### src/rtl/regfile_pkg.sv
// regfile_pkg
// Shared types and default sizes for the register-file write-back controller.
//   DEF_DATAPATH_WIDTH     default write data width
//   DEF_REGFILE_ADDR_WIDTH default register address width
//   DEF_FIFO_DEPTH         default entries per source buffer
//   wb_entry_t             one buffered write {addr, data}
//   wb_src_t               write-back source identifier
package regfile_pkg;

    localparam int DEF_DATAPATH_WIDTH     = 64;
    localparam int DEF_REGFILE_ADDR_WIDTH = 5;
    localparam int DEF_FIFO_DEPTH         = 4;

    typedef struct packed {
        logic [DEF_REGFILE_ADDR_WIDTH-1:0] addr;
        logic [DEF_DATAPATH_WIDTH-1:0]     data;
    } wb_entry_t;

    typedef enum logic {
        SRC_ALU = 1'b0,
        SRC_MEM = 1'b1
    } wb_src_t;

endpackage

### src/rtl/wb_fifo.sv
// wb_fifo
// Synchronous FIFO of write-back entries with per-slot visibility so the
// owner can compare every buffered destination address against read ports.
//   clk, reset          clock, asynchronous active-low reset
//   push, push_entry    write an entry (ignored while full)
//   pop                 drop the head entry (ignored while empty)
//   head_entry          oldest entry
//   full, empty         occupancy status
//   entry_valid         per-slot occupied flag (slot order, not age order)
//   entry_addr          per-slot destination address
// DEPTH must be a power of two, at least 2.
module wb_fifo
    import regfile_pkg::*;
#(
    parameter int  DEPTH      = DEF_FIFO_DEPTH,
    parameter int  ADDR_WIDTH = DEF_REGFILE_ADDR_WIDTH,
    parameter type entry_t    = wb_entry_t
) (
    input  logic                            clk,
    input  logic                            reset,
    input  logic                            push,
    input  entry_t                          push_entry,
    input  logic                            pop,
    output entry_t                          head_entry,
    output logic                            full,
    output logic                            empty,
    output logic [DEPTH-1:0]                entry_valid,
    output logic [DEPTH-1:0][ADDR_WIDTH-1:0] entry_addr
);

    localparam int PTR_W = $clog2(DEPTH);

    entry_t           mem [DEPTH];
    logic [PTR_W-1:0] wr_ptr;
    logic [PTR_W-1:0] rd_ptr;
    logic [DEPTH-1:0] vld;
    logic [DEPTH-1:0] vld_nxt;
    logic             push_ok;
    logic             pop_ok;

    // Occupancy is tracked per slot: the write slot being occupied means the
    // ring has wrapped onto the oldest entry, the read slot being free means
    // nothing is buffered.
    assign full    = vld[wr_ptr];
    assign empty   = ~vld[rd_ptr];
    assign push_ok = push & ~full;
    assign pop_ok  = pop & ~empty;

    always_comb begin
        vld_nxt = vld;
        if (pop_ok) begin
            vld_nxt[rd_ptr] = 1'b0;
        end
        if (push_ok) begin
            vld_nxt[wr_ptr] = 1'b1;
        end
    end

    always_ff @(posedge clk or negedge reset) begin
        if (!reset) begin
            wr_ptr <= '0;
            rd_ptr <= '0;
            vld    <= '0;
        end else begin
            if (push_ok) begin
                wr_ptr <= wr_ptr + 1'b1;
            end
            if (pop_ok) begin
                rd_ptr <= rd_ptr + 1'b1;
            end
            vld <= vld_nxt;
        end
    end

    // Storage needs no reset: a slot is only observed while its valid bit is set.
    always_ff @(posedge clk) begin
        if (push_ok) begin
            mem[wr_ptr] <= push_entry;
        end
    end

    assign head_entry  = mem[rd_ptr];
    assign entry_valid = vld;

    always_comb begin
        for (int i = 0; i < DEPTH; i++) begin
            entry_addr[i] = mem[i].addr;
        end
    end

endmodule

### src/rtl/regfile_wb_ctrl.sv
// regfile_wb_ctrl
// Serialises ALU and load-return write-backs onto the single register-file
// write port, and flags read addresses that still have a write in flight.
//   clk, reset                         clock, asynchronous active-low reset
//   alu_valid_in/addr/data, alu_ready_out   ALU write-back handshake
//   mem_valid_in/addr/data, mem_ready_out   load-return write-back handshake
//   WR_addr_out, WR_data_out, wena_out      registered regfile write port
//   R1_addr_in, R2_addr_in                  read addresses under issue
//   R1_pending_out, R2_pending_out          combinational hazard flags
// Build option: REGFILE_WB_R0_DISCARD_EN -- writes to register 0 are accepted
// but dropped, and register 0 never reports a pending write.
//
// Arbitration pointer (only consulted when both buffers hold entries):
//   state   | meaning
//   SRC_ALU | ALU wins the next contended cycle
//   SRC_MEM | memory return wins the next contended cycle
module regfile_wb_ctrl
    import regfile_pkg::*;
#(
    parameter int DATAPATH_WIDTH     = DEF_DATAPATH_WIDTH,
    parameter int REGFILE_ADDR_WIDTH = DEF_REGFILE_ADDR_WIDTH,
    parameter int FIFO_DEPTH         = DEF_FIFO_DEPTH
) (
    input  logic                          clk,
    input  logic                          reset,
    input  logic                          alu_valid_in,
    input  logic [REGFILE_ADDR_WIDTH-1:0] alu_addr_in,
    input  logic [DATAPATH_WIDTH-1:0]     alu_data_in,
    output logic                          alu_ready_out,
    input  logic                          mem_valid_in,
    input  logic [REGFILE_ADDR_WIDTH-1:0] mem_addr_in,
    input  logic [DATAPATH_WIDTH-1:0]     mem_data_in,
    output logic                          mem_ready_out,
    output logic [REGFILE_ADDR_WIDTH-1:0] WR_addr_out,
    output logic [DATAPATH_WIDTH-1:0]     WR_data_out,
    output logic                          wena_out,
    input  logic [REGFILE_ADDR_WIDTH-1:0] R1_addr_in,
    input  logic [REGFILE_ADDR_WIDTH-1:0] R2_addr_in,
    output logic                          R1_pending_out,
    output logic                          R2_pending_out
);

    // Sized from this instance's parameters so non-default widths stay consistent.
    typedef struct packed {
        logic [REGFILE_ADDR_WIDTH-1:0] addr;
        logic [DATAPATH_WIDTH-1:0]     data;
    } entry_t;

    entry_t  alu_in;
    entry_t  mem_in;
    entry_t  alu_head;
    entry_t  mem_head;
    entry_t  grant_entry;
    entry_t  wr_q;
    logic    wena_q;
    logic    alu_keep;
    logic    mem_keep;
    logic    alu_push;
    logic    mem_push;
    logic    alu_pop;
    logic    mem_pop;
    logic    alu_full;
    logic    alu_empty;
    logic    mem_full;
    logic    mem_empty;
    logic    grant;
    wb_src_t ptr_q;
    wb_src_t ptr_d;
    logic    r1_hit;
    logic    r2_hit;

    logic [FIFO_DEPTH-1:0]                         alu_vld;
    logic [FIFO_DEPTH-1:0]                         mem_vld;
    logic [FIFO_DEPTH-1:0][REGFILE_ADDR_WIDTH-1:0] alu_addrs;
    logic [FIFO_DEPTH-1:0][REGFILE_ADDR_WIDTH-1:0] mem_addrs;

`ifdef REGFILE_WB_R0_DISCARD_EN
    // Register 0 is hard-wired: its writes complete the handshake but go nowhere.
    assign alu_keep = (alu_addr_in != '0);
    assign mem_keep = (mem_addr_in != '0);
`else
    assign alu_keep = 1'b1;
    assign mem_keep = 1'b1;
`endif

    assign alu_ready_out = ~alu_full;
    assign mem_ready_out = ~mem_full;
    assign alu_push      = alu_valid_in & alu_ready_out & alu_keep;
    assign mem_push      = mem_valid_in & mem_ready_out & mem_keep;

    assign alu_in.addr = alu_addr_in;
    assign alu_in.data = alu_data_in;
    assign mem_in.addr = mem_addr_in;
    assign mem_in.data = mem_data_in;

    wb_fifo #(
        .DEPTH      (FIFO_DEPTH),
        .ADDR_WIDTH (REGFILE_ADDR_WIDTH),
        .entry_t    (entry_t)
    ) u_alu_fifo (
        .clk         (clk),
        .reset       (reset),
        .push        (alu_push),
        .push_entry  (alu_in),
        .pop         (alu_pop),
        .head_entry  (alu_head),
        .full        (alu_full),
        .empty       (alu_empty),
        .entry_valid (alu_vld),
        .entry_addr  (alu_addrs)
    );

    wb_fifo #(
        .DEPTH      (FIFO_DEPTH),
        .ADDR_WIDTH (REGFILE_ADDR_WIDTH),
        .entry_t    (entry_t)
    ) u_mem_fifo (
        .clk         (clk),
        .reset       (reset),
        .push        (mem_push),
        .push_entry  (mem_in),
        .pop         (mem_pop),
        .head_entry  (mem_head),
        .full        (mem_full),
        .empty       (mem_empty),
        .entry_valid (mem_vld),
        .entry_addr  (mem_addrs)
    );

    always_ff @(posedge clk or negedge reset) begin
        if (!reset) begin
            ptr_q <= SRC_ALU;
        end else begin
            ptr_q <= ptr_d;
        end
    end

    // The pointer only moves when both heads compete, so a lone source never
    // costs the other its turn.
    always_comb begin
        ptr_d       = ptr_q;
        alu_pop     = 1'b0;
        mem_pop     = 1'b0;
        if (!alu_empty && (mem_empty || ptr_q == SRC_ALU)) begin
            alu_pop = 1'b1;
        end else if (!mem_empty) begin
            mem_pop = 1'b1;
        end
        if (!alu_empty && !mem_empty) begin
            ptr_d = (ptr_q == SRC_ALU) ? SRC_MEM : SRC_ALU;
        end
        grant       = alu_pop | mem_pop;
        grant_entry = alu_pop ? alu_head : mem_head;
    end

    always_ff @(posedge clk or negedge reset) begin
        if (!reset) begin
            wena_q <= 1'b0;
            wr_q   <= '0;
        end else begin
            wena_q <= grant;
            if (grant) begin
                wr_q <= grant_entry;
            end
        end
    end

    assign wena_out    = wena_q;
    assign WR_addr_out = wr_q.addr;
    assign WR_data_out = wr_q.data;

    // A write is pending from the moment it is buffered until the regfile
    // captures it from the output register.
    always_comb begin
        r1_hit = wena_q && (wr_q.addr == R1_addr_in);
        r2_hit = wena_q && (wr_q.addr == R2_addr_in);
        for (int i = 0; i < FIFO_DEPTH; i++) begin
            if (alu_vld[i] && alu_addrs[i] == R1_addr_in) r1_hit = 1'b1;
            if (mem_vld[i] && mem_addrs[i] == R1_addr_in) r1_hit = 1'b1;
            if (alu_vld[i] && alu_addrs[i] == R2_addr_in) r2_hit = 1'b1;
            if (mem_vld[i] && mem_addrs[i] == R2_addr_in) r2_hit = 1'b1;
        end
    end

`ifdef REGFILE_WB_R0_DISCARD_EN
    assign R1_pending_out = r1_hit && (R1_addr_in != '0);
    assign R2_pending_out = r2_hit && (R2_addr_in != '0);
`else
    assign R1_pending_out = r1_hit;
    assign R2_pending_out = r2_hit;
`endif

endmodule

### config.mk
export PLATFORM = sky130hd
export DESIGN_NAME = regfile_wb_ctrl
export DESIGN_NICKNAME = d
export VERILOG_FILES = /design/src/rtl/regfile_pkg.sv /design/src/rtl/wb_fifo.sv /design/src/rtl/regfile_wb_ctrl.sv
export SDC_FILE = /design/constraint.sdc
export NUM_CORES = 1
export LEC_CHECK = 0
export CAP_MARGIN = 15
export CELL_PAD_IN_SITES_DETAIL_PLACEMENT = 0
export CELL_PAD_IN_SITES_GLOBAL_PLACEMENT = 1
export CORE_ASPECT_RATIO = 1.5
export CORE_MARGIN = 2
export CORE_UTILIZATION = 54
export DETAILED_ROUTE_END_ITERATION = 12
export MAX_ROUTING_LAYER = met4
export PLACE_DENSITY_LB_ADDON = 0.08
export SYNTH_ARGS = -nofsm -noshare
export SYNTH_HDL_FRONTEND = slang
export SYNTH_HIERARCHICAL = 1
export SYNTH_SLANG_ARGS = --single-unit
### constraint.sdc
create_clock -name clk -period 9.1 [get_ports clk]
set_input_delay 1.365 -clock clk [delete_from_list [all_inputs] [get_ports clk]]
set_output_delay 1.365 -clock clk [all_outputs]
set_load 0.02 [all_outputs]
# Yosys cells after proc, flatten, opt, wreduce, memory -nomap -nowiden
# Memory sizes are Yosys's and may differ from the RTL's.
# Cells that the tools add are included.
# op_classes
n_addsub	4
n_mul	0
div_mod_pow	0
n_lt_le_gt_ge	8
eq_ne	18
n_shift	0
muxes	45
n_bitwise	17
reduce_logical	25
# op_table
operator	count
$eq 5x5->1	18
$mux 69	1
$mux 1	32
$logic_and 1x1->1	24
$mux 4	4
$lt 2x3->1 const B	4
$add 2x1->2 const B	4
$and 4x4->4	2
$bmux 1 s2	4
$demux 1 s2	4
$ge 2x1->1 const B	4
$not 4->4	2
$or 4x4->4	2
$and 1x1->1	6
$not 1->1	4
$logic_or 1x1->1	1
$or 1x1->1	1
# word_totals
regBits	87
latchBits	0
ramBits	552
mem_bits_ro	0
out_inout_bits	74
word_cells	129
n_memories	2
# memory_table
memory	words	word_bits	read_ports	rd_clocked_by_memory_dff	wr	line_no	rtl
u_alu_fifo.mem	4	69	5	0	1	wb_fifo.sv:33	entry_t mem [DEPTH];
u_mem_fifo.mem	4	69	5	0	1	wb_fifo.sv:33	

# Depth between registers and ports, before layout
# An unclocked memory read counts as a cell.
# depth
ltp_word	11
ltp_mapped	13
mapped_depth_nobuf	9

# Cells and area by module
# The synthesis kept the hierarchy.
# by_module_without_submodules
mod	n_inst	cells_each	area_per_inst_um2	seq_area_each_um2
wb_fifo (u_mem_fifo)	1	442	10772.8	8488.1
wb_fifo (u_alu_fifo)	1	442	10770.3	8488.1
regfile_wb_ctrl	1	451	4398.0	1776.7

# Worst setup path after synthesis
# No wires, ideal clock.
# synth_path
kind	input to register
from	input port alu_valid_in
to	memory u_alu_fifo/mem[0][0] (netlist name), enable pin
setup_ps	434
arrival_time_ps	3540
required_time_ps	8666
slack_ps	5125
stages	4
path_buffers	0
path_cell_list	nor2b_1 nand2_1 o22ai_4 and2_1
# synth_via
elab_chain_len	4
# synth_rtl
item	line_no	rtl
from (decl)	regfile_wb_ctrl.sv:26	input logic alu_valid_in,
$and 1x1->1	regfile_wb_ctrl.sv:88	assign alu_push = alu_valid_in & alu_ready_out & alu_keep;
$and 1x1->1	wb_fifo.sv:46	assign push_ok = push & ~full;
$mux 1	wb_fifo.sv:77	if (push_ok) begin
$mux 1 (not written as such)	wb_fifo.sv:78	mem[wr_ptr] <= push_entry;
to (decl)	wb_fifo.sv:33	
# Every way passes these cells.

# Worst setup path after layout
# layout_path
from	input port R2_addr_in[3]
to	output port R2_pending_out
# layout_via
elab_chain_len	10
elab_cells_between_ends	26
classes_between	9 x eq/ne; 8 x mux; 9 x reduce/logical
# layout_rtl
item	line_no	rtl
from (decl)	regfile_wb_ctrl.sv:38	input logic [REGFILE_ADDR_WIDTH-1:0] R2_addr_in,
$eq 5x5->1 (on tied branches)	regfile_wb_ctrl.sv:176, regfile_wb_ctrl.sv:180	
$logic_and 1x1->1 (on tied branches)	regfile_wb_ctrl.sv:176, regfile_wb_ctrl.sv:180	
$mux 1	regfile_wb_ctrl.sv:180	if (alu_vld[i] && alu_addrs[i] == R2_addr_in) r2_hit = 1'b1;
$mux 1	regfile_wb_ctrl.sv:181	if (mem_vld[i] && mem_addrs[i] == R2_addr_in) r2_hit = 1'b1;
$mux 1	regfile_wb_ctrl.sv:180	
$mux 1	regfile_wb_ctrl.sv:181	
$mux 1	regfile_wb_ctrl.sv:180	
$mux 1	regfile_wb_ctrl.sv:181	
$mux 1	regfile_wb_ctrl.sv:180	
$mux 1 (*)	regfile_wb_ctrl.sv:181	
to (decl)	regfile_wb_ctrl.sv:40	output logic R2_pending_out
# Mark *: on every way between the ends. The rest lies on a longest branch, timed or not.

==> flow_summary.toml <==
[yosys]
synth_area_per_cell_um2 = 19.43
synth_seq_cells = 639
synthCells = 1335
syn_nets = 1503
synthFlopType = "edfxtp_1"
netlist_area_um2 = 25940
synth-seq-area-share_pct = 72.29
yosys.cell_types.count = 40
synth_edf_count = 552
synthArstFlopShare_pct = 13.62
synth_warnings = 6

[cts]
cts_buffers = 57
htreeDepth = 2
cts_resized = 0
post_cts_buffers = 0
clk_path_buf_depth = 3
clk_pin_slew_ns = 0.06
cts_sinks = 639
cts_root_buf = "clkbuf_16"
cts_tree = "done"
insertion_delay_ns = 0.60
holdBufCountCts = 0

[power]
irDropWorstVdd_mv = 0.2070
p_leak_nw = 10.33
powerDensity_nw_per_um2 = 306.5

[placement]
dpl.hpwl_um = 34000
gp_congestion = 0.8362
io_buffers = 225
place_area_um2 = 28260

[global_route]
grt_pass1_wl_um = 86450
antenna_found_initial = 9
grt_max_degree = 84
track_usage_pct = 24.39
grt_pass1_vias = 14115
grt-ovfl-total = 0

[sta]
setup_viol = 0
slew_headroom_pct = 31.22
setup_tns_ns = 0
min_period_ns = 5.155
fmax_mhz = 194.0
finalCritPeriodShare_pct = 56.65
worst_slew_pin_slew_ns = 1.032
finalHoldViolations = 0
rsz0062_at_grt = "false"
skew_ns = 0.01581
drv_slew = 0

[routing]
initialDrtViolationCount = 832
antenna_left = 0
vias = 12878
wl_per_cell_um = 26.26
drc_errors = 0
vias_per_cell = 5.891
wirelength_um = 57400
first_pass_iters = 5

[floorplanning]
design.die.area_um2 = 49840
die_x_um = 183.0
ios = 226
rows = 98
die_height_um = 272.4
initial_utilization_pct = 54.53
core_um2 = 47580

[critical_path]
cp_slowest_cell = "clkdlybuf4s50_1"
crit_top_cell = "clkdlybuf4s50_1"
critPathCaptureType = "output pin"
required_ns = 7.74
cp-start-kind = "input pin"
critPathMaxFanout = 9
cp_slowest_stage_delay_ns = 0.73
critPathKind = "input pin to output pin"
cp_cell_sequence = "clkdlybuf4s50_1, xor2_1, nor4_1, nand3_1, and4_4, nand4_1, clkdlybuf4s50_1"
worstPathArrival_ns = 3.79

[final_layout]
fill_cells = 3393
layout-drive-gt1-share_pct = 17.24
area_growth_pct = 16.80
fin_nets = 1697
final_area_um2 = 30300

[outcome]
status = "complete, no violations"

[job]
max_cap_violations = 0

[min_path]
min_path_type = "flip-flop to flip-flop"
## per-layer routing
layer	vias up	share of wire (%)	track usage, %	wire length [um]
met2	346	55	43.44	31310
met3	100	5.4	4.586	3126
met4	0	2.7	7.368	1576
li1	5640	-	-	-
met5	-	0	-	0
met1	6792	37	28.00	21390
## per-stage QoR
stage                     cells  util [%]  power, mW  worst slack, ns  hold WS [ns]
after floorplan            1335         -      5.939            5.125        0.4613
after global placement     2070     59.41      6.827            3.929        0.5116
after detailed placement   2070     59.41      6.865            3.948        0.5175
after CTS                  2178     63.64      9.414            3.939        0.5303
after global routing       2186     63.69      9.742            3.870        0.5409
final                      2186     63.69      9.287            3.945        0.5280
## cell usage after synthesis, drive strengths merged, types with 2 or more instances
library cell | instances | area (um^2)
nand4 | 2 | 12.51
nor4 | 18 | 112.6
a2bb2oi | 3 | 26.28
a21oi | 4 | 23.77
mux4 | 138 | 3108
dfrtp | 87 | 2177
nand2 | 73 | 274.0
and2 | 11 | 68.82
buf | 103 | 843.3
o21ai | 71 | 355.3
mux2 | 9 | 108.9
xor2 | 73 | 639.4
a31oi | 4 | 25.02
inv | 11 | 41.29
ha | 16 | 200.2
nor2b | 6 | 37.54
and4 | 2 | 20.02
a32o | 4 | 40.04
o2bb2ai | 7 | 80.08
xnor2 | 19 | 166.4
mux2i | 72 | 720.7
clkbuf | 4 | 15.01
nand3 | 16 | 80.08
o2111ai | 2 | 17.52
edfxtp | 552 | 16580
nor3b | 4 | 30.03
and3 | 4 | 25.02
nand2b | 4 | 25.02
nor2 | 11 | 41.29
o211ai | 4 | 30.03
## worst max-delay path, delay by kind of cell
| family | cells | cell delay (ns) |
|---|---|---|
| XOR/XNOR | 1 | 0.29 |
| buffers and inverters | 2 | 1.33 |
| AND/OR/NAND/NOR | 4 | 0.80 |
## layout make-up
cell class,instances,area (um^2),share of cell area [%]
Clock inverter,29,414.1,1.367
Sequential cell,639,18770,61.94
Multi-Input combinational cell,578,6327,20.88
Inverter,11,41.29,0.1363
Tap cell,600,750.7,2.478
Clock buffer,79,1600,5.282
Antenna cell,8,20.02,0.06607
Timing Repair Buffer,242,2377,7.846
## flip-flops by register name (all words and copies together), names as in the netlist
register and flops:
u_alu_fifo/mem 276, u_mem_fifo/mem 276, WR_data_out 64, WR_addr_out 5
u_alu_fifo/entry_valid 4, u_mem_fifo/entry_valid 4, u_alu_fifo/rd_ptr 2, u_alu_fifo/wr_ptr 2
u_mem_fifo/rd_ptr 2, u_mem_fifo/wr_ptr 2, ptr_q 1, wena_out 1
## power breakdown
group	internal (mW)	switching, mW
clock network	1.49	1.05
logic	1.29	1.45
registers	3.62	0.380
## worst paths after layout
| path | slack [ns] | depth (start not counted) | start | to |
|---|---|---|---|---|
| setup reg to reg | 5.63 | 10 | u_mem_fifo/rd_ptr[1] | u_mem_fifo/rd_ptr[1] |
| min in group asynchronous | 0.80 | 1 | reset | WR_data_out[8] |
| max in group asynchronous | 6.99 | 2 | reset | u_alu_fifo/rd_ptr[0] |
| hold / removal | 0.53 | 1 | ptr_q | ptr_q |
| hold reg to reg | 0.53 | 1 | ptr_q | ptr_q |
| setup / recovery | 3.94 | 7 | R2_addr_in[3] | R2_pending_out |
## cell families after synthesis
group	after synthesis	synth area share [%]
AOI/OAI and AO/OA	100	2.383
buffers and inverters	118	3.468
adders and majority gates	16	0.7717
xor gates and xnor gates	92	3.106
DFF	639	72.29
muxes	219	15.18
and+or+nand+nor	151	2.802
## placed cells by master (no fill, tap or decap), drive strengths merged, types with 8 or more instances in the layout
cell           Yosys  routed
dfrtp             87      87
mux4             138     138
nand3             16      16
and2              11      11
diode              0       8
o21ai             71      71
mux2               9       9
xnor2             19      19
nor2              11      11
xor2              73      73
nor4              18      18
inv               11      14
clkinv             0      13
bufinv             0       9
mux2i             72      72
edfxtp           552     552
clkdlybuf4s50      0     224
buf              103      18
ha                16      16
nand2             73      73
clkbuf             4      79
(Power assumes the default switching activity.)
